[src/rtl/clk_ratio_meter.sv]
// Measures a divided clock (clk_in) against clk: period, optional high time, lock and loss-of-clock.
// High-time measurement is built only when CLK_RATIO_DUTY_EN is defined; otherwise high_out is 0.
module clk_ratio_meter #(
    parameter int SYNC_STAGES = 2,
    parameter int CNT_W       = 8,
    parameter int LOCK_CNT    = 4
) (
    input  logic             clk,
    input  logic             rst_n,
    input  logic             clk_in,
    output logic [CNT_W-1:0] period_out,
    output logic [CNT_W-1:0] high_out,
    output logic             meas_valid,
    output logic             locked,
    output logic             timeout
);
    // state | meaning
    // SEEK  | after reset or timeout, waiting for a rising edge to arm the counters
    // RUN   | counting between rising edges, reporting each completed period
    typedef enum logic {SEEK = 1'b0, RUN = 1'b1} state_t;

    // Last count before the period would become unmeasurable.
    localparam logic [CNT_W-1:0] CNT_LAST = {{(CNT_W-1){1'b1}}, 1'b0};
    localparam logic [CNT_W-1:0] CNT_ONE  = {{(CNT_W-1){1'b0}}, 1'b1};
    localparam logic [3:0]       LOCK_MAX = 4'(LOCK_CNT);

    state_t                 state_q;
    logic [SYNC_STAGES-1:0] sync_q;
    logic                   lvl_d_q;
    logic [CNT_W-1:0]       cnt_q;
    logic [CNT_W-1:0]       period_q;
    logic [3:0]             match_q;
    logic                   meas_valid_q;
    logic                   locked_q;
    logic                   timeout_q;

    logic                   lvl;
    logic                   rise_p;
    logic [CNT_W-1:0]       cnt_d;
    logic [3:0]             match_d;
    logic                   locked_d;

    assign lvl    = sync_q[SYNC_STAGES-1];
    assign rise_p = lvl & ~lvl_d_q;

    always_comb begin
        cnt_d = cnt_q + CNT_ONE;
        if ((match_q != 4'd0) && (cnt_d == period_q))
            match_d = (match_q >= LOCK_MAX) ? LOCK_MAX : match_q + 4'd1;
        else
            match_d = 4'd1;
        locked_d = (match_d >= LOCK_MAX);
    end

`ifdef CLK_RATIO_DUTY_EN
    logic [CNT_W-1:0] hi_cnt_q;
    logic [CNT_W-1:0] hi_cnt_d;
    logic [CNT_W-1:0] high_q;

    assign hi_cnt_d = hi_cnt_q + {{(CNT_W-1){1'b0}}, lvl};
    assign high_out = high_q;
`else
    assign high_out = '0;
`endif

    always_ff @(posedge clk) begin
        if (!rst_n) begin
            state_q      <= SEEK;
            sync_q       <= '0;
            lvl_d_q      <= 1'b0;
            cnt_q        <= '0;
            period_q     <= '0;
            match_q      <= 4'd0;
            meas_valid_q <= 1'b0;
            locked_q     <= 1'b0;
            timeout_q    <= 1'b0;
`ifdef CLK_RATIO_DUTY_EN
            hi_cnt_q     <= '0;
            high_q       <= '0;
`endif
        end else begin
            sync_q       <= {sync_q[SYNC_STAGES-2:0], clk_in};
            lvl_d_q      <= lvl;
            meas_valid_q <= 1'b0;
            timeout_q    <= 1'b0;
            case (state_q)
                SEEK: begin
                    if (rise_p) begin
                        cnt_q    <= '0;
`ifdef CLK_RATIO_DUTY_EN
                        hi_cnt_q <= CNT_ONE;
`endif
                        state_q  <= RUN;
                    end
                end
                RUN: begin
                    // A rise on the last count still yields a valid maximum period.
                    if (rise_p) begin
                        period_q     <= cnt_d;
                        meas_valid_q <= 1'b1;
                        match_q      <= match_d;
                        locked_q     <= locked_d;
                        cnt_q        <= '0;
`ifdef CLK_RATIO_DUTY_EN
                        high_q       <= hi_cnt_q;
                        hi_cnt_q     <= CNT_ONE;
`endif
                    end else if (cnt_q == CNT_LAST) begin
                        timeout_q <= 1'b1;
                        locked_q  <= 1'b0;
                        match_q   <= 4'd0;
                        state_q   <= SEEK;
                    end else begin
                        cnt_q    <= cnt_d;
`ifdef CLK_RATIO_DUTY_EN
                        hi_cnt_q <= hi_cnt_d;
`endif
                    end
                end
                default: state_q <= SEEK;
            endcase
        end
    end

    assign period_out = period_q;
    assign meas_valid = meas_valid_q;
    assign locked     = locked_q;
    assign timeout    = timeout_q;

endmodule
[config.mk]
export PLATFORM = sky130hd
export DESIGN_NAME = clk_ratio_meter
export DESIGN_NICKNAME = d
export VERILOG_FILES = /design/src/rtl/clk_ratio_meter.sv
export SDC_FILE = /design/constraint.sdc
export NUM_CORES = 1
export LEC_CHECK = 0
export ABC_AREA = 1
export CAP_MARGIN = 0
export CORE_MARGIN = 1
export CORE_UTILIZATION = 45
export CTS_CLUSTER_SIZE = 30
export DETAILED_ROUTE_END_ITERATION = 8
export PLACE_DENSITY = 0.68
export SETUP_SLACK_MARGIN = 0.02
export SLEW_MARGIN = 30
export SYNTH_ARGS = -nofsm -noshare
export SYNTH_HDL_FRONTEND = slang
export SYNTH_SLANG_ARGS = --single-unit
[constraint.sdc]
create_clock -name clk -period 3.5 [get_ports clk]
set_input_delay 0.7 -clock clk [delete_from_list [all_inputs] [get_ports clk]]
set_output_delay 0.7 -clock clk [all_outputs]
set_load 0.1 [all_outputs]
==> qor.csv <==
metric,value,unit
"Req. time, crit path",2.80,ns
initial core utilization,0.479,
Max Freq,384,MHz
Fin. Hold Viols,0,
Final #Nets,233,
mapped cell area,1490,µm²
CTS tree,done,
status,finished clean,
leakage power,0.765,nW
Crit-path slowest cell,clkdlybuf4s50_1,
Synth area leader,dfxtp_1,
vias in the first global route,1111,
RSZ-0062 raised after global routing,no,
vias per cell,4.58,
VDD IR max,0.181,mV
Setup crit end kind,primary output,
Clk Tree Root Cell,clkbuf_4,
Hold Buf Count CTS,0,
PostCTS Resize Cnt,0,
Synth Flop Type,dfxtp_1,
fin area,1660,µm²
clk_lat worst skew,0.33,ns
Area after DPL,1630,µm²
period utilization,0.745,
Die W,59.5,µm
area of the core,3100,µm²
Setup CP Type,reg2out,
vias,1232,
layout cells sized above 1,0.111,
flop and latch count out of synthesis,27,
drt drc,0,
CP top delay family,buffers and inverters,
Post-synth top cells,"nand2_1, inv_1, dfxtp_1",
cells on worst reg2reg path,11,
Worst Hold Depth,2,
Clock transition at path regs,0.15,ns
num ports,22,
CTS max path bufs,2,
total congestion overflow,0,
top cell type's share of synthesized area,0.363,
die height,59.5,µm
min-delay src,sync_q[0],
largest net degree at the start of global routing,17,
top-count cell post-synth,nand2_1,
Synth async-reset ratio,0,
Post-synth EDFFs,0,
dpl ws,1.24,ns
Hold Worst Slack,0.428,ns
Mapped Avg Cell Area,7.02,µm²
initial antenna violation count,0,
CP max FO,4,
final setup fails,0,
Port Buffers,13,
H-tree depth,1,
global-route wire length before repair,4760,µm
CTS buffer count,3,
first-pass iteration count of the detailed router,4,
ANT cells,0,
worst reg2reg path endpoint,match_q[0],
Reg2Reg Setup Slack,1.69,ns
worst setup margin,0.894,ns
crit path buf inv count,1,
worst path arrival time,1.91,ns
unique cell type count in the Yosys netlist,28,
Rows,20,
Worst-Margin Slew,0.962,ns
DIE AREA,3540,µm²
Final TNS setup,0,ns
Startpoint Class,register,
Starting DRT DRC Count,32,
power per cell area,323,nW/µm²
Final ANT Viol Nets,0,
clock skew,0.00315,ns
drt wl/cell,10.2,µm
max-slew violations,0,
worst min path class,reg2reg,
"slowest stage delay, CP",1.16,ns
Cells after Synth,212,
placed wire-length estimate,2050,µm
critical-path cell list,clkdlybuf4s50_1,
MaxCap Viol Count,0,
clk sinks,27,
Slew headroom,0.357,
YS warnings,0,
largest cells by area after synthesis,"dfxtp_1, nand2_1, inv_1",
final wirelength,2750,µm
sequential share of the synthesized area,0.363,
post-CTS setup buffers,0,
reg2reg start,cnt_q[0],
Tmin final,2.61,ns
Area growth syn-to-layout,11.3,%
"Core Util, Final",0.533,
gpl congestion,0.823,
Total Routing Usage GR,0.179,
Hold Path End,sync_q[1],
==> layout make-up <==
type | instances | area (µm²)
inverter | 37 | 139
tap | 44 | 55.1
fill | 314 | 1450
clock buffer | 3 | 22.5
clock inverter | 1 | 7.51
multi-input combinational | 144 | 761
timing repair buffer | 13 | 130
sequential | 27 | 541
==> metal layers <==
metal / track usage / vias up / share of wire
li1: - / 673 / -
met1: 0.240 / 537 / 0.51
met2: 0.284 / 18 / 0.45
met3: 0.0218 / 4 / 0.023
met4: 0.0864 / 0 / 0.015
met5: 0 / - / 0
==> registers in the layout, indices dropped and copies added, names as in the netlist <==
name        count
period_out      8
locked          1
state_q         1
meas_valid      1
cnt_q           8
lvl_d_q         1
match_q         4
timeout         1
sync_q          2
==> stage by stage <==
step / cells / power (mW)
6_report: 269 / 0.535
5_1_grt: 269 / 0.558
4_1_cts: 269 / 0.542
3_5_place_dp: 265 / 0.401
3_3_place_gp: 265 / 0.401
2_1_floorplan: 219 / 0.397
==> power by group <==
group / leakage (nW) / switching [mW] / internal [mW]
Combinational: 0.533 / 0.0666 / 0.0117
Clock: 0.0139 / 0.0972 / 0.0437
Sequential: 0.218 / 0.00445 / 0.312
Total: 0.765 / 0.168 / 0.367
==> layout by cell type, fill, tap and decap left out, types with 4 or more instances in the layout <==
master           Yosys  final
inv_1               34     34
nor2_1               9      9
nand4_1              6      6
ha_1                 4      4
conb_1               1      8
nand2_1             55     55
nor2_4               6      6
nand3_1             17     17
a21oi_1             15     15
o21ai_0              7      7
clkdlybuf4s50_1      0     13
dfxtp_1             27     27
==> how the worst max path moves through the flow <==
stage,startpoint,end,slack [ns],cells past startpoint
after floorplan,period_out[6],match_q[0],1.72,7
after global placement,period_out[4],period_out[4],1.27,1
after detailed placement,rst_n,match_q[2],1.24,5
after CTS,period_out[4],period_out[4],0.88,1
after global routing,period_out[4],period_out[4],0.85,1
final,period_out[4],period_out[4],0.89,1
==> cells by family (layout without fill, tap and decap cells) <==
group,count (synthesis),after routing,synth area share
adders and majority gates,4,4,0.0336
AOI/OAI and AO/OA,25,25,0.0934
and+or+nand+nor,106,106,0.358
buffers and inverters,48,54,0.143
xor gates and xnor gates,1,1,0.00589
other,1,8,0.00252
DFF,27,27,0.363
Note: power is estimated with default switching activity, not from simulation.
